$ cat src/rtl/spi_tx_pkg.sv
// Shared types and constants for the SPI target transmit path.
package spi_tx_pkg;

  // Top-level transmitter states.
  typedef enum logic [0:0] {
    StIdle  = 1'b0,
    StShift = 1'b1
  } state_e;

  // Fewest synchronizer flops that still give a usable metastability margin.
  localparam int unsigned MinSyncStages = 2;

  // Word driven onto MISO when the host clocks a word and upstream has none.
  localparam logic [7:0] DefaultIdleValue = 8'hFF;

endpackage

$ cat src/rtl/spi_sync_ff.sv
// N-stage flop synchronizer with a selectable reset value.
module spi_sync_ff
  import spi_tx_pkg::*;
#(
  parameter int unsigned Stages     = MinSyncStages,
  parameter bit          ResetValue = 1'b0
) (
  input  logic clk_i,
  input  logic rst_ni,
  input  logic d_i,
  output logic q_o
);

  logic [Stages-1:0] sync_d;
  logic [Stages-1:0] sync_q;

  // Shift the asynchronous input one stage deeper each clock.
  always_comb begin
    sync_d = {sync_q[Stages-2:0], d_i};
  end

  // Synchronizer chain; resets to the idle level of the pin it guards.
  always_ff @(posedge clk_i or negedge rst_ni) begin
    if (!rst_ni) begin
      sync_q <= {Stages{ResetValue}};
    end else begin
      sync_q <= sync_d;
    end
  end

  assign q_o = sync_q[Stages-1];

endmodule

$ cat src/rtl/spi_target_tx.sv
// SPI mode-0 target transmitter: oversamples SCK/CSB in the system clock
// domain, pulls words over a valid/ready handshake and shifts them out on MISO.
module spi_target_tx
  import spi_tx_pkg::*;
#(
  parameter int unsigned      Width      = 8,
  parameter bit               MsbFirst   = 1'b1,
  parameter int unsigned      SyncStages = 2,
  parameter logic [Width-1:0] IdleValue  = Width'(DefaultIdleValue),
  parameter int unsigned      CntWidth   = 16
) (
  input  logic                clk_i,
  input  logic                rst_ni,
  input  logic                spi_sck_i,
  input  logic                spi_csb_i,
  output logic                spi_miso_o,
  output logic                spi_miso_en_o,
  input  logic                tx_valid_i,
  input  logic [Width-1:0]    tx_data_i,
  output logic                tx_ready_o,
  output logic                word_done_o,
  output logic                underrun_o,
  output logic                abort_o,
  output logic [CntWidth-1:0] tx_count_o
);

  localparam int unsigned SyncDepth = (SyncStages < MinSyncStages) ? MinSyncStages : SyncStages;
  localparam int unsigned BitCntW   = $clog2(Width);
  localparam logic [BitCntW-1:0] LastBit = BitCntW'(Width - 1);

  logic sck_s;
  logic csb_s;

  state_e              state_d, state_q;
  logic                sck_d1_d, sck_d1_q;
  logic                csb_d1_d, csb_d1_q;
  logic [Width-1:0]    shift_d, shift_q;
  logic [BitCntW-1:0]  bit_cnt_d, bit_cnt_q;
  logic                reload_pend_d, reload_pend_q;
  logic [CntWidth-1:0] count_d, count_q;
  logic                en_d, en_q;
  logic [SyncDepth-1:0] flush_d, flush_q;
  logic                armed_d, armed_q;

  logic sck_rise;
  logic sck_fall;
  logic csb_rise;
  logic csb_fall;
  logic load;
  logic word_done;
  logic abort;

  spi_sync_ff #(
    .Stages     (SyncDepth),
    .ResetValue (1'b0)
  ) u_sync_sck (
    .clk_i  (clk_i),
    .rst_ni (rst_ni),
    .d_i    (spi_sck_i),
    .q_o    (sck_s)
  );

  spi_sync_ff #(
    .Stages     (SyncDepth),
    .ResetValue (1'b1)
  ) u_sync_csb (
    .clk_i  (clk_i),
    .rst_ni (rst_ni),
    .d_i    (spi_csb_i),
    .q_o    (csb_s)
  );

  // Edge strobes from the synchronized pins and their one-cycle-old copies.
  // The synchronizer resets to "deselected", so a CSB already low at reset
  // release would look like a fall; armed only opens once CSB has been seen
  // high after the chain has flushed real pin samples through.
  always_comb begin
    sck_rise = sck_s & ~sck_d1_q;
    sck_fall = ~sck_s & sck_d1_q;
    csb_rise = csb_s & ~csb_d1_q;
    csb_fall = ~csb_s & csb_d1_q & armed_q;
    sck_d1_d = sck_s;
    csb_d1_d = csb_s;
    flush_d  = {flush_q[SyncDepth-2:0], 1'b1};
    armed_d  = armed_q | (flush_q[SyncDepth-1] & csb_s);
  end

  // Transaction FSM, bit counter, word reload and shift register update.
  // CSB rise takes priority over any SCK edge seen in the same cycle.
  always_comb begin
    state_d       = state_q;
    en_d          = en_q;
    shift_d       = shift_q;
    bit_cnt_d     = bit_cnt_q;
    reload_pend_d = reload_pend_q;
    count_d       = count_q;
    load          = 1'b0;
    word_done     = 1'b0;
    abort         = 1'b0;

    if (state_q == StIdle) begin
      if (csb_fall) begin
        load          = 1'b1;
        state_d       = StShift;
        en_d          = 1'b1;
        count_d       = '0;
        reload_pend_d = 1'b0;
      end
    end else begin
      if (csb_rise) begin
        state_d = StIdle;
        en_d    = 1'b0;
        abort   = (bit_cnt_q != '0);
      end else if (sck_rise) begin
        if (bit_cnt_q == LastBit) begin
          bit_cnt_d     = '0;
          word_done     = 1'b1;
          reload_pend_d = 1'b1;
          if (count_q != '1) begin
            count_d = count_q + CntWidth'(1);
          end
        end else begin
          bit_cnt_d = bit_cnt_q + BitCntW'(1);
        end
      end else if (sck_fall) begin
        if (reload_pend_q) begin
          load          = 1'b1;
          reload_pend_d = 1'b0;
        end else if (MsbFirst) begin
          shift_d = {shift_q[Width-2:0], 1'b0};
        end else begin
          shift_d = {1'b0, shift_q[Width-1:1]};
        end
      end
    end

    if (load) begin
      shift_d   = tx_valid_i ? tx_data_i : IdleValue;
      bit_cnt_d = '0;
    end
  end

  // State registers; everything returns to the deselected idle picture.
  always_ff @(posedge clk_i or negedge rst_ni) begin
    if (!rst_ni) begin
      state_q       <= StIdle;
      sck_d1_q      <= 1'b0;
      csb_d1_q      <= 1'b1;
      shift_q       <= '0;
      bit_cnt_q     <= '0;
      reload_pend_q <= 1'b0;
      count_q       <= '0;
      en_q          <= 1'b0;
      flush_q       <= '0;
      armed_q       <= 1'b0;
    end else begin
      state_q       <= state_d;
      sck_d1_q      <= sck_d1_d;
      csb_d1_q      <= csb_d1_d;
      shift_q       <= shift_d;
      bit_cnt_q     <= bit_cnt_d;
      reload_pend_q <= reload_pend_d;
      count_q       <= count_d;
      en_q          <= en_d;
      flush_q       <= flush_d;
      armed_q       <= armed_d;
    end
  end

  assign spi_miso_o    = MsbFirst ? shift_q[Width-1] : shift_q[0];
  assign spi_miso_en_o = en_q;
  assign tx_ready_o    = load & tx_valid_i;
  assign underrun_o    = load & ~tx_valid_i;
  assign word_done_o   = word_done;
  assign abort_o       = abort;
  assign tx_count_o    = count_q;

endmodule

$ cat config.mk
export PLATFORM = sky130hd
export DESIGN_NAME = spi_target_tx
export DESIGN_NICKNAME = d
export VERILOG_FILES = /design/src/rtl/spi_tx_pkg.sv /design/src/rtl/spi_sync_ff.sv /design/src/rtl/spi_target_tx.sv
export SDC_FILE = /design/constraint.sdc
export NUM_CORES = 1
export LEC_CHECK = 0
export BUFFER_PORTS_ARGS = -buffer_cell sky130_fd_sc_hd__buf_2
export CAP_MARGIN = 20
export CORE_MARGIN = 3
export CORE_UTILIZATION = 60
export DETAILED_ROUTE_END_ITERATION = 8
export PLACE_DENSITY = 0.89
export SETUP_SLACK_MARGIN = 0.4
export SKIP_CTS_REPAIR_TIMING = 1
export SLEW_MARGIN = 30
export SYNTH_ARGS = -nofsm -noshare
export SYNTH_HDL_FRONTEND = slang
export SYNTH_HIERARCHICAL = 1
export SYNTH_SLANG_ARGS = --single-unit
export TNS_END_PERCENT = 100
$ cat constraint.sdc
create_clock -name clk_i -period 5.4 [get_ports clk_i]
set_input_delay 0.54 -clock clk_i [delete_from_list [all_inputs] [get_ports clk_i]]
set_output_delay 0.54 -clock clk_i [all_outputs]
set_load 0.02 [all_outputs]
==> metrics.txt, run 1 <==
# TYPE chip_impl_metric gauge
chip_impl_metric{name="place_hpwl",unit="mm"} 3.08
chip_impl_metric{name="total_negative_setup_slack",unit="ps"} 0
chip_impl_metric{name="post-route-period-util",unit="%"} 57.2
chip_impl_metric{name="max-cap-violations",unit=""} 0
chip_impl_metric{name="clk_pin_slew",unit="ps"} 110
chip_impl_metric{name="final_cell_count_no_fill",unit=""} 279
chip_impl_metric{name="die_height",unit="um"} 64.8
chip_impl_metric{name="finalClockSkew",unit="ps"} 7.64
chip_impl_info{name="timing_worst_setup_path_type",value="flop to primary output"} 1
chip_impl_metric{name="drive_gt1_share",unit="%"} 27.2
chip_impl_metric{name="vias_per_cell",unit=""} 5.98
chip_impl_metric{name="power.ir.vdd_worst",unit="mV"} 0.260
chip_impl_metric{name="h-tree-depth",unit=""} 2
chip_impl_metric{name="detailed_place.area",unit="um^2"} 2260
chip_impl_metric{name="synth_simple_gate_area_share",unit="%"} 19.2
chip_impl_info{name="setup.worst_path.end_class",value="primary output"} 1
chip_impl_info{name="worstHoldPathType",value="input pin to async pin"} 1
chip_impl_metric{name="max-slew-margin-rel",unit="%"} 44.7
chip_impl_info{name="tritoncts",value="done"} 1
chip_impl_metric{name="synth.lib_cells_used.distinct",unit=""} 47
chip_impl_metric{name="worst_path_largest_cell_delay",unit="ps"} 610
chip_impl_metric{name="p_per_area",unit="nW/um^2"} 276
chip_impl_metric{name="top_area_cell_type_share_of_the_netlist_area",unit="%"} 43.5
chip_impl_metric{name="die_w",unit="um"} 64.8
chip_impl_metric{name="io-pin-count",unit=""} 35
chip_impl_metric{name="cts_buffers",unit=""} 5
chip_impl_info{name="cp_cell_sequence",value="ha_1 -> ha_1 -> nor2b_1 -> nand4_1 -> inv_1 -> buf_2"} 1
chip_impl_metric{name="n_antenna_cell",unit=""} 0
chip_impl_info{name="yosys.cell_count.top_type",value="sky130_fd_sc_hd__dfrtp_1"} 1
chip_impl_metric{name="core-area",unit="um^2"} 3180
chip_impl_metric{name="wl_per_cell",unit="um"} 15.0
chip_impl_metric{name="place_inst",unit=""} 271
chip_impl_metric{name="cp_num_buf_inv",unit=""} 2
chip_impl_metric{name="dieArea",unit="um^2"} 4190
chip_impl_metric{name="synth_adder_area_share",unit="%"} 2.42
chip_impl_info{name="synth.top_cells.by_area",value="sky130_fd_sc_hd__dfrtp_1 (43%), sky130_fd_sc_hd__mux2_2 (4.3%), sky130_fd_sc_hd__dfstp_2 (3.8%)"} 1
chip_impl_metric{name="place.gp.congestion",unit=""} 0.830
chip_impl_metric{name="vias_in_the_first_global_route",unit=""} 1595
chip_impl_metric{name="hold_viol_final",unit=""} 0
chip_impl_metric{name="initial_utilization",unit="%"} 65.2
chip_impl_info{name="critPathLaunchType",value="flop"} 1
chip_impl_info{name="netlist.top_cell.by_area",value="sky130_fd_sc_hd__dfrtp_1"} 1
chip_impl_metric{name="finish.instance_area",unit="um^2"} 2320
chip_impl_metric{name="grt_overflow_total",unit=""} 0
chip_impl_metric{name="antenna_violations_before_repair",unit=""} 0
chip_impl_metric{name="post_synth_inst_count",unit=""} 200
chip_impl_metric{name="nets",unit=""} 251
chip_impl_metric{name="finalCriticalPeriod",unit="ps"} 3090
chip_impl_metric{name="detail_route.first_pass.iterations",unit=""} 5
chip_impl_metric{name="routed_wl",unit="mm"} 4.20
chip_impl_metric{name="synth_enable_flop_cells",unit=""} 0
chip_impl_metric{name="total_power_after_layout",unit="mW"} 0.638
chip_impl_info{name="critical_path.top_delay_family",value="buffers and inverters"} 1
chip_impl_metric{name="synth_area",unit="um^2"} 2070
chip_impl_metric{name="synth.avg_cell_area",unit="um^2"} 10.4
chip_impl_metric{name="flow.area_growth_from_synthesis",unit="%"} 11.8
chip_impl_info{name="worst_r2r_startpoint",value="bit_cnt_q[0]"} 1
chip_impl_metric{name="place.port_buffers",unit=""} 34
chip_impl_info{name="grt_setup_unrepaired",value="no"} 1
chip_impl_metric{name="rows",unit=""} 20
chip_impl_metric{name="drt.antenna.violating_nets",unit=""} 0
chip_impl_metric{name="synth_compound_gate_area_share",unit="%"} 17.8
chip_impl_metric{name="clock-sinks",unit=""} 39
chip_impl_metric{name="globalRouteTotalUtil",unit="%"} 21.9
chip_impl_metric{name="worst-path-max-fanout",unit=""} 21
chip_impl_metric{name="power_leakage",unit="nW"} 1.06
chip_impl_info{name="worst_r2r_endpoint",value="tx_count_o[14]"} 1
chip_impl_metric{name="synth_warnings",unit=""} 6
chip_impl_metric{name="cts.path.max_buffers",unit=""} 2
chip_impl_metric{name="postSynthRegisterBits",unit=""} 39
chip_impl_metric{name="critical_path_arrival",unit="ps"} 2550
chip_impl_metric{name="ff2ff_path_depth",unit=""} 7
chip_impl_metric{name="worstMarginPinSlew",unit="ps"} 830
chip_impl_info{name="main_combinational_cell_family_by_area_after_synthesis",value="simple AND/OR/NAND/NOR gates"} 1
chip_impl_metric{name="slew_viol_final",unit=""} 0
chip_impl_info{name="clockRootBuffer",value="sky130_fd_sc_hd__clkbuf_4"} 1
chip_impl_info{name="netlist_top_cells_count",value="sky130_fd_sc_hd__dfrtp_1 (36), sky130_fd_sc_hd__inv_1 (16), sky130_fd_sc_hd__nor2_1 (12), sky130_fd_sc_hd__a31oi_1 (11)"} 1
chip_impl_metric{name="drc",unit=""} 0
chip_impl_metric{name="mappedNetlistNets",unit=""} 217
chip_impl_metric{name="synth.yosys.seq_area_share",unit="%"} 47.3
chip_impl_metric{name="via_count",unit=""} 1669
chip_impl_metric{name="r2r_setup_slack",unit="ps"} 2750
chip_impl_metric{name="fillers",unit=""} 255
chip_impl_metric{name="number_of_violations_reported_at_the_end_of_detailed_routing_iteration_0",unit=""} 129
chip_impl_metric{name="yosys.area_share.xor_xnor",unit="%"} 0
chip_impl_metric{name="pin_count_of_the_biggest_net_entering_global_routing",unit=""} 40
chip_impl_info{name="run_status",value="finished clean"} 1
chip_impl_info{name="cpMaxStageDelayCell",value="sky130_fd_sc_hd__inv_1"} 1
chip_impl_info{name="critical_path.most_common_cell",value="sky130_fd_sc_hd__ha_1"} 1
chip_impl_metric{name="worstSkewPairLatency",unit="ps"} 340
chip_impl_info{name="postSynth.topFlopCell",value="sky130_fd_sc_hd__dfrtp_1"} 1
chip_impl_metric{name="critical_path_required",unit="ps"} 4860
chip_impl_metric{name="finalSetupViolations",unit=""} 0
chip_impl_metric{name="grt_pass1_wl",unit="mm"} 7.27
chip_impl_metric{name="synth_mux_area_share",unit="%"} 7.73
chip_impl_metric{name="max_freq",unit="GHz"} 0.324
chip_impl_metric{name="asr_flop_ratio_synth",unit="%"} 100
[where the power goes]
part           leakage [nW]  internal [mW]  total [mW]  switching, mW
combinational         0.534         0.0663       0.133         0.0669
sequential            0.499          0.334       0.360         0.0261
clock                0.0322         0.0512       0.145         0.0935
[layout by cell type (no fill, tap or decap), types with 2 or more instances in the layout]
| cell | count |
|---|---|
| sky130_fd_sc_hd__a21o_1 | 2 |
| sky130_fd_sc_hd__a21oi_1 | 3 |
| sky130_fd_sc_hd__a221o_1 | 3 |
| sky130_fd_sc_hd__a22o_1 | 3 |
| sky130_fd_sc_hd__a31o_2 | 3 |
| sky130_fd_sc_hd__a31oi_1 | 11 |
| sky130_fd_sc_hd__and2_1 | 3 |
| sky130_fd_sc_hd__and4_1 | 3 |
| sky130_fd_sc_hd__buf_2 | 34 |
| sky130_fd_sc_hd__clkbuf_4 | 5 |
| sky130_fd_sc_hd__dfrtp_1 | 36 |
| sky130_fd_sc_hd__dfstp_2 | 3 |
| sky130_fd_sc_hd__ha_1 | 4 |
| sky130_fd_sc_hd__inv_1 | 16 |
| sky130_fd_sc_hd__mux2_2 | 8 |
| sky130_fd_sc_hd__mux2i_1 | 7 |
| sky130_fd_sc_hd__nand2_1 | 8 |
| sky130_fd_sc_hd__nand2b_1 | 6 |
| sky130_fd_sc_hd__nand3_1 | 5 |
| sky130_fd_sc_hd__nand4_1 | 6 |
| sky130_fd_sc_hd__nor2_1 | 12 |
| sky130_fd_sc_hd__nor2b_1 | 4 |
| sky130_fd_sc_hd__nor3_1 | 4 |
| sky130_fd_sc_hd__nor3b_1 | 2 |
| sky130_fd_sc_hd__nor4_1 | 6 |
| sky130_fd_sc_hd__o211ai_1 | 4 |
| sky130_fd_sc_hd__o21ai_0 | 6 |
| sky130_fd_sc_hd__o31a_1 | 3 |
| sky130_fd_sc_hd__o31ai_1 | 3 |
[worst max path at each step]
| stage | startpoint | to | slack, ps | cells past startpoint |
|---|---|---|---|---|
| after floorplan | csb_d1_q | tx_ready_o | 3150 | 4 |
| after global placement | bit_cnt_q[0] | word_done_o | 2850 | 6 |
| after detailed placement | bit_cnt_q[0] | word_done_o | 2760 | 6 |
| after CTS | bit_cnt_q[0] | word_done_o | 2360 | 6 |
| after global routing | bit_cnt_q[0] | word_done_o | 2130 | 6 |
| final | bit_cnt_q[0] | word_done_o | 2310 | 6 |
[metrics by stage]
step                util, %  setup WS (ps)  hold slack (ps)
floorplan                 -           3150              244
global placement       71.1           2850              332
detailed placement     71.1           2760              335
CTS                    72.9           2360              272
global route           72.9           2130              245
finish                 72.9           2310              283
[cell type report]
type | count | area (um^2) | area share, %
clock inverters | 2 | 13.8 | 0.594
multi-input cells | 137 | 988 | 42.7
repair buffers | 35 | 178 | 7.67
inverters | 16 | 60.1 | 2.59
flip-flops and latches | 39 | 980 | 42.3
clock buffers | 6 | 41.3 | 1.78
well taps | 44 | 55.1 | 2.38
[cell families (layout without fill, tap and decap cells)]
logic type	count (synthesis)	in the layout
buf+inv	24	59
fa+ha+maj	4	4
mux	15	15
compound gates	50	50
flops	39	39
other cells	1	1
simple gates	67	67
[routing by layer]
metal	vias to the layer above	routed length (um)	GRT usage (%)
met5	-	0	0
met3	6	224	5.03
met4	0	22	5.54
met2	51	2040	35.4
met1	796	1910	29.8
li1	816	-	-
[state kept, by name, indices dropped and copies added, names as in the netlist]
signal and flops:
tx_count_o 16, shift_q 8, bit_cnt_q 3, flush_q 2, u_sync_csb/sync_q 2, u_sync_sck/sync_q 2, armed_q 1, csb_d1_q 1
reload_pend_q 1, sck_d1_q 1, spi_miso_en_o 1, state_q 1
Note: power is estimated with default switching activity, not from simulation.
==> run 2: changes to the inputs <==
Settings changed: CORE_UTILIZATION 60 to 55, PLACE_DENSITY 0.89 to 0.83.
Clock period 5.4 ns to 2.9 ns, I/O delays scaled along.
==> run 2 against run 1 <==
Compared with the run above: power rose by 130%; sequential power grew 87%; clock skew fell by 2.2 ps; clock power grew to 3.7 times the previous value; largest power group unchanged; sequential share of layout area decreased by 1.8 points; count of clock-buffer cells in the layout fell by 1; highest routed layer unchanged; first-iteration DRC count grew 47%; hold slack got worse by 200 ps; critical path type unchanged; flip-flop and latch count stayed put; largest cell class unchanged; utilization down 3.1 points.
==> metrics.txt, run 2 (synthesized netlist as in run 1, its figures left out) <==
# TYPE chip_impl_metric gauge
chip_impl_metric{name="place.port_buffers",unit=""} 34
chip_impl_metric{name="power_leakage",unit="nW"} 1.10
chip_impl_metric{name="power.switching",unit="mW"} 0.373
chip_impl_metric{name="cts_buffers",unit=""} 5
chip_impl_metric{name="seq_power_share",unit="%"} 46.0
chip_impl_metric{name="total_negative_setup_slack",unit="ps"} 0
chip_impl_info{name="run_status",value="finished clean"} 1
chip_impl_metric{name="flow.area_growth_from_synthesis",unit="%"} 16.8
chip_impl_metric{name="max-cap-violations",unit=""} 0
chip_impl_metric{name="pin_count_of_the_biggest_net_entering_global_routing",unit=""} 40
chip_impl_info{name="worstHoldPathType",value="input pin to async pin"} 1
chip_impl_metric{name="grt_overflow_total",unit=""} 0
chip_impl_metric{name="total_power_after_layout",unit="mW"} 1.46
chip_impl_info{name="tritoncts",value="done"} 1
chip_impl_metric{name="nets",unit=""} 253
chip_impl_metric{name="cp_num_buf_inv",unit=""} 2
chip_impl_metric{name="ff2ff_path_depth",unit=""} 4
chip_impl_metric{name="swShare",unit="%"} 25.5
chip_impl_metric{name="wl_per_cell",unit="um"} 14.7
chip_impl_info{name="grt_setup_unrepaired",value="no"} 1
chip_impl_metric{name="detailed_place.area",unit="um^2"} 2280
chip_impl_metric{name="globalRouteTotalUtil",unit="%"} 21.0
chip_impl_metric{name="clk_pin_slew",unit="ps"} 80
chip_impl_metric{name="finish.instance_area",unit="um^2"} 2420
chip_impl_info{name="cpMaxStageDelayCell",value="sky130_fd_sc_hd__or4bb_1"} 1
chip_impl_info{name="mostFrequentLayoutCells",value="sky130_fd_sc_hd__dfrtp_1 (35), sky130_fd_sc_hd__buf_2 (34), sky130_fd_sc_hd__inv_1 (15)"} 1
chip_impl_metric{name="max_freq",unit="GHz"} 0.423
chip_impl_metric{name="layout.core_utilization",unit="%"} 69.8
chip_impl_metric{name="core-area",unit="um^2"} 3470
chip_impl_metric{name="path_depth",unit=""} 5
chip_impl_metric{name="critical_path_arrival",unit="ps"} 2070
chip_impl_metric{name="power.ir.vdd_worst",unit="mV"} 0.491
chip_impl_info{name="critPathLaunchType",value="flop"} 1
chip_impl_metric{name="post-route-period-util",unit="%"} 81.5
chip_impl_metric{name="dieArea",unit="um^2"} 4540
chip_impl_metric{name="hold_viol_final",unit=""} 0
chip_impl_metric{name="cts.path.max_buffers",unit=""} 2
chip_impl_metric{name="worst_path_largest_cell_delay",unit="ps"} 630
chip_impl_metric{name="final_cell_count_no_fill",unit=""} 283
chip_impl_metric{name="number_of_violations_reported_at_the_end_of_detailed_routing_iteration_0",unit=""} 189
chip_impl_metric{name="vias_in_the_first_global_route",unit=""} 1534
chip_impl_metric{name="n_antenna_cell",unit=""} 0
chip_impl_metric{name="place.gp.congestion",unit=""} 0.849
chip_impl_metric{name="via_count",unit=""} 1695
chip_impl_metric{name="fin_ws",unit="ps"} 536
chip_impl_metric{name="clock-sinks",unit=""} 39
chip_impl_metric{name="holdWs",unit="ps"} 86.9
chip_impl_metric{name="vias_per_cell",unit=""} 5.99
chip_impl_metric{name="p_per_area",unit="nW/um^2"} 605
chip_impl_metric{name="rows",unit=""} 21
chip_impl_metric{name="finalClockSkew",unit="ps"} 5.49
chip_impl_metric{name="initial_utilization",unit="%"} 59.7
chip_impl_info{name="clockRootBuffer",value="sky130_fd_sc_hd__clkbuf_8"} 1
chip_impl_metric{name="max-slew-margin-rel",unit="%"} 43.5
chip_impl_info{name="setup.worst_path.end_class",value="primary output"} 1
chip_impl_metric{name="largest_reg_flops",unit=""} 16
chip_impl_info{name="critical_path.top_delay_family",value="simple AND/OR/NAND/NOR gates"} 1
chip_impl_metric{name="place_hpwl",unit="mm"} 2.87
chip_impl_metric{name="die_w",unit="um"} 67.4
chip_impl_metric{name="critical_path_required",unit="ps"} 2610
chip_impl_metric{name="routed_wl",unit="mm"} 4.15
chip_impl_metric{name="drc",unit=""} 0
chip_impl_metric{name="finalSetupViolations",unit=""} 0
chip_impl_metric{name="clock_power_share",unit="%"} 36.8
chip_impl_metric{name="die_height",unit="um"} 67.4
chip_impl_metric{name="slew_viol_final",unit=""} 0
chip_impl_info{name="cp_cell_sequence",value="or4bb_1 -> o41ai_2 -> buf_4 -> and2_1 -> buf_2"} 1
chip_impl_metric{name="fillers",unit=""} 271
chip_impl_info{name="mostFrequentLayoutCell",value="sky130_fd_sc_hd__dfrtp_1"} 1
chip_impl_info{name="timing_worst_setup_path_type",value="flop to primary output"} 1
chip_impl_metric{name="worst-path-max-fanout",unit=""} 12
chip_impl_metric{name="cell_internal_pwr",unit="mW"} 1.09
chip_impl_metric{name="h-tree-depth",unit=""} 2
chip_impl_metric{name="worstSkewPairLatency",unit="ps"} 290
chip_impl_metric{name="detail_route.first_pass.iterations",unit=""} 4
chip_impl_metric{name="power_frac_comb",unit="%"} 17.2
chip_impl_metric{name="worstMarginPinSlew",unit="ps"} 848
chip_impl_metric{name="antenna_violations_before_repair",unit=""} 0
chip_impl_metric{name="drt.antenna.violating_nets",unit=""} 0
chip_impl_metric{name="io-pin-count",unit=""} 35
chip_impl_metric{name="place_inst",unit=""} 275
chip_impl_metric{name="drive_gt1_share",unit="%"} 29.1
chip_impl_metric{name="grt_pass1_wl",unit="mm"} 7.20
chip_impl_metric{name="placement.setup.worst_slack",unit="ps"} 668
chip_impl_metric{name="finalCriticalPeriod",unit="ps"} 2360
-- run 2: worst paths after layout --
| kind | slack, ps | start | to |
|---|---|---|---|
| hold reg to reg | 350 | flush_q[0] | flush_q[1] |
| setup / recovery | 540 | state_q | underrun_o |
| setup reg to reg | 670 | tx_count_o[4] | tx_count_o[5] |
| hold / removal | 90 | rst_ni | tx_count_o[10] |
| min in group clk_i | 90 | spi_csb_i | u_sync_csb/sync_q[0] |
| max in group asynchronous | 2210 | rst_ni | state_q |
-- run 2: worst register-to-register path, cell delays in order, from the launching register on --
cell,delay (ps)
sky130_fd_sc_hd__dfrtp_1,450
sky130_fd_sc_hd__nand4_1,410
sky130_fd_sc_hd__or4_4,770
sky130_fd_sc_hd__and4_1,230
sky130_fd_sc_hd__a221o_1,250
-- run 2: cell type report --
cell class	count	area [um^2]	share of cell area [%]
inverters	16	63.8	2.64
flip-flops and latches	39	981	40.5
repair buffers	37	193	7.96
multi-input cells	137	988	40.8
well taps	46	57.6	2.38
clock buffers	5	68.8	2.84
clock inverters	3	67.6	2.79
-- run 2: power by group through the flow --
stage	clock network, mW	logic (mW)	registers (mW)
CTS	0.550	0.251	0.673
floorplan	0	0.175	0.679
global route	0.573	0.286	0.684
finish	0.538	0.252	0.673
detailed placement	0	0.249	0.681
global placement	0	0.238	0.676
-- run 2: routing by layer --
metal / vias to the layer above / GRT usage (%) / part of all wire (%)
li1: 823 / - / -
met1: 807 / 26.3 / 43
met2: 59 / 35.0 / 50
met3: 6 / 5.82 / 6.1
met4: 0 / 6.84 / 0.70
met5: - / 0 / 0
==> run 3: changes to the inputs <==
Settings changed: ABC_AREA from default to 1.
Clock period 2.9 ns to 2.45 ns, I/O delays scaled along.
==> run 3 against run 2 <==
Compared with the run above: routed wire length up 9.0%; synthesized area decreased by 2.1%; combinational power is 40% higher; hold slack worse by 31 ps; flip-flop and latch count unchanged; clock skew increased by 5.4 ps; via count grew 9.7%; setup slack worse by 31 ps; utilization fell by 1.5 points; sequential power is 21% higher; final area shrank 2.9%; count of clock-buffer cells in the layout rose by 3; critical path type unchanged; critical endpoint is now word_done_o; largest power group unchanged; highest routed layer unchanged.
==> metrics.txt, run 3 <==
# TYPE chip_impl_metric gauge
chip_impl_metric{name="post_synth_inst_count",unit=""} 261
chip_impl_metric{name="r2r_setup_slack",unit="ps"} 590
chip_impl_metric{name="critical_path_arrival",unit="ps"} 1700
chip_impl_metric{name="pin_count_of_the_biggest_net_entering_global_routing",unit=""} 40
chip_impl_metric{name="place_hpwl",unit="mm"} 3.21
chip_impl_metric{name="synth_enable_flop_cells",unit=""} 0
chip_impl_metric{name="max_freq",unit="GHz"} 0.514
chip_impl_metric{name="worst-path-max-fanout",unit=""} 3
chip_impl_metric{name="antenna_violations_before_repair",unit=""} 0
chip_impl_info{name="cpMaxStageDelayCell",value="sky130_fd_sc_hd__dfstp_2"} 1
chip_impl_metric{name="cell_internal_pwr",unit="mW"} 1.08
chip_impl_metric{name="finalCriticalPeriod",unit="ps"} 1950
chip_impl_metric{name="io-pin-count",unit=""} 35
chip_impl_metric{name="swShare",unit="%"} 31.2
chip_impl_info{name="postSynth.topFlopCell",value="sky130_fd_sc_hd__dfrtp_1"} 1
chip_impl_info{name="mostFrequentLayoutCells",value="sky130_fd_sc_hd__nand2_1 (87), sky130_fd_sc_hd__dfrtp_1 (36), sky130_fd_sc_hd__buf_2 (34)"} 1
chip_impl_info{name="grt_setup_unrepaired",value="no"} 1
chip_impl_info{name="critPathLaunchType",value="flop"} 1
chip_impl_metric{name="worstSkewPairLatency",unit="ps"} 290
chip_impl_metric{name="rows",unit=""} 21
chip_impl_metric{name="vias_in_the_first_global_route",unit=""} 1754
chip_impl_info{name="netlist.top_cell.by_area",value="sky130_fd_sc_hd__dfrtp_1"} 1
chip_impl_metric{name="cp_num_buf_inv",unit=""} 2
chip_impl_metric{name="detail_route.first_pass.iterations",unit=""} 4
chip_impl_metric{name="top_area_cell_type_share_of_the_netlist_area",unit="%"} 44.4
chip_impl_metric{name="drc",unit=""} 0
chip_impl_info{name="setup.worst_path.end_class",value="primary output"} 1
chip_impl_metric{name="max-slew-margin-rel",unit="%"} 41.7
chip_impl_metric{name="hold_viol_final",unit=""} 0
chip_impl_metric{name="h-tree-depth",unit=""} 2
chip_impl_metric{name="mappedNetlistNets",unit=""} 278
chip_impl_metric{name="total_power_after_layout",unit="mW"} 1.57
chip_impl_metric{name="clock_power_share",unit="%"} 25.7
chip_impl_metric{name="power.switching",unit="mW"} 0.490
chip_impl_metric{name="wl_per_cell",unit="um"} 13.0
chip_impl_metric{name="grt_pass1_wl",unit="mm"} 7.78
chip_impl_metric{name="cts.path.max_buffers",unit=""} 2
chip_impl_metric{name="n_antenna_cell",unit=""} 0
chip_impl_metric{name="power_leakage",unit="nW"} 1.21
chip_impl_metric{name="p_per_area",unit="nW/um^2"} 670
chip_impl_metric{name="worstMarginPinSlew",unit="ps"} 875
chip_impl_metric{name="largest_reg_flops",unit=""} 16
chip_impl_metric{name="critical_path_required",unit="ps"} 2200
chip_impl_metric{name="globalRouteTotalUtil",unit="%"} 23.2
chip_impl_metric{name="fillers",unit=""} 301
chip_impl_info{name="yosys.cell_count.top_type",value="sky130_fd_sc_hd__nand2_1"} 1
chip_impl_metric{name="finalSetupViolations",unit=""} 0
chip_impl_metric{name="flow.area_growth_from_synthesis",unit="%"} 15.8
chip_impl_metric{name="synth_area",unit="um^2"} 2030
chip_impl_metric{name="clk_pin_slew",unit="ps"} 80
chip_impl_metric{name="post-route-period-util",unit="%"} 79.4
chip_impl_metric{name="die_w",unit="um"} 66.7
chip_impl_metric{name="clock-sinks",unit=""} 39
chip_impl_metric{name="asr_flop_ratio_synth",unit="%"} 100
chip_impl_info{name="worstHoldPathType",value="input pin to flop"} 1
chip_impl_info{name="clockRootBuffer",value="sky130_fd_sc_hd__clkbuf_8"} 1
chip_impl_metric{name="drt.antenna.violating_nets",unit=""} 0
chip_impl_metric{name="vias_per_cell",unit=""} 5.34
chip_impl_info{name="mostFrequentLayoutCell",value="sky130_fd_sc_hd__nand2_1"} 1
chip_impl_metric{name="via_count",unit=""} 1859
chip_impl_info{name="critical_path.most_common_cell",value="sky130_fd_sc_hd__nor2_1"} 1
chip_impl_metric{name="postSynthRegisterBits",unit=""} 39
chip_impl_metric{name="die_height",unit="um"} 66.7
chip_impl_metric{name="holdWs",unit="ps"} 56.0
chip_impl_metric{name="routed_wl",unit="mm"} 4.52
chip_impl_metric{name="place.port_buffers",unit=""} 34
chip_impl_metric{name="place.gp.congestion",unit=""} 0.871
chip_impl_metric{name="dieArea",unit="um^2"} 4450
chip_impl_info{name="timing_worst_setup_path_type",value="flop to primary output"} 1
chip_impl_metric{name="drive_gt1_share",unit="%"} 18.9
chip_impl_metric{name="nets",unit=""} 318
chip_impl_metric{name="synth.lib_cells_used.distinct",unit=""} 30
chip_impl_info{name="critical_path.top_delay_family",value="flip-flops"} 1
chip_impl_info{name="tritoncts",value="done"} 1
chip_impl_metric{name="synth.avg_cell_area",unit="um^2"} 7.77
chip_impl_info{name="run_status",value="finished clean"} 1
chip_impl_metric{name="cts_buffers",unit=""} 5
chip_impl_info{name="synth.top_cells.by_area",value="sky130_fd_sc_hd__dfrtp_1 (44%), sky130_fd_sc_hd__nand2_1 (16%), sky130_fd_sc_hd__nand3_1 (6.4%)"} 1
chip_impl_metric{name="worst_path_largest_cell_delay",unit="ps"} 550
chip_impl_info{name="netlist_top_cells_count",value="sky130_fd_sc_hd__nand2_1 (88), sky130_fd_sc_hd__dfrtp_1 (36), sky130_fd_sc_hd__nand3_1 (26), sky130_fd_sc_hd__nor2_1 (26)"} 1
chip_impl_metric{name="power_frac_comb",unit="%"} 22.5
chip_impl_metric{name="seq_power_share",unit="%"} 51.8
chip_impl_metric{name="initial_utilization",unit="%"} 58.9
chip_impl_metric{name="grt_overflow_total",unit=""} 0
chip_impl_metric{name="power.ir.vdd_worst",unit="mV"} 0.504
chip_impl_metric{name="synth_warnings",unit=""} 6
chip_impl_metric{name="max-cap-violations",unit=""} 0
chip_impl_metric{name="total_negative_setup_slack",unit="ps"} 0
chip_impl_metric{name="core-area",unit="um^2"} 3440
chip_impl_metric{name="synth.yosys.seq_area_share",unit="%"} 48.3
chip_impl_metric{name="finalClockSkew",unit="ps"} 10.9
chip_impl_metric{name="slew_viol_final",unit=""} 0
chip_impl_info{name="cp_cell_sequence",value="nor2_1 -> inv_1 -> nand2_1 -> nor2_1 -> buf_2"} 1
chip_impl_metric{name="number_of_violations_reported_at_the_end_of_detailed_routing_iteration_0",unit=""} 152
[run 3: power by group through the flow]
stage / Sequential, mW / Combinational, mW / Clock (mW)
2_1_floorplan: 0.827 / 0.243 / 0
3_3_place_gp: 0.820 / 0.336 / 0
3_5_place_dp: 0.821 / 0.346 / 0
4_1_cts: 0.813 / 0.347 / 0.420
5_1_grt: 0.828 / 0.410 / 0.446
6_report: 0.815 / 0.354 / 0.404
[run 3: cell families after synthesis]
| family | Yosys count | synth area share [%] |
|---|---|---|
| AOI/OAI and AO/OA | 29 | 7.83 |
| buffers and inverters | 28 | 6.23 |
| DFF | 39 | 48.3 |
| adders and majority gates | 4 | 2.47 |
| xor gates and xnor gates | 7 | 3.02 |
| and+or+nand+nor | 153 | 32.0 |
| other | 1 | 0.185 |
[run 3: layout make-up]
cell class / instances / area [um^2] / share of cell area, %
flip-flops and latches: 39 / 980 / 41.7
inverters: 22 / 86.3 / 3.68
multi-input cells: 194 / 937 / 39.9
repair buffers: 39 / 208 / 8.84
well taps: 46 / 57.6 / 2.45
clock buffers: 8 / 80.1 / 3.41
[run 3: per-layer routing]
metal | track usage (%) | routed length [um] | up-vias
met4 | 11.9 | 123 | 0
met2 | 38.1 | 2210 | 69
met5 | 0 | 0 | -
met3 | 4.22 | 276 | 14
li1 | - | - | 908
met1 | 29.1 | 1910 | 868
[run 3: worst reg2reg max path, delay by kind of cell, from the launching register on]
family                 cells  cell delay (ps)
flip-flops                 1              410
buffers and inverters      3              530
AND/OR/NAND/NOR            6              830
[run 3: worst paths after layout]
kind | depth (start not counted) | startpoint | to
hold / removal | 1 | spi_csb_i | u_sync_csb/sync_q[0]
setup reg to reg | 9 | state_q | shift_q[6]
min in group asynchronous | 1 | rst_ni | tx_count_o[7]
hold reg to reg | 0 | flush_q[0] | flush_q[1]
setup / recovery | 5 | csb_d1_q | word_done_o
max in group asynchronous | 1 | rst_ni | bit_cnt_q[0]
[run 3: stage by stage]
stage	std cells	worst slack, ps	util [%]	instance area [um^2]
2_1_floorplan	261	742	-	2030
3_3_place_gp	337	567	64.7	2230
3_5_place_dp	337	525	64.7	2230
4_1_cts	345	220	67.0	2310
5_1_grt	348	406	68.2	2350
6_report	348	505	68.2	2350
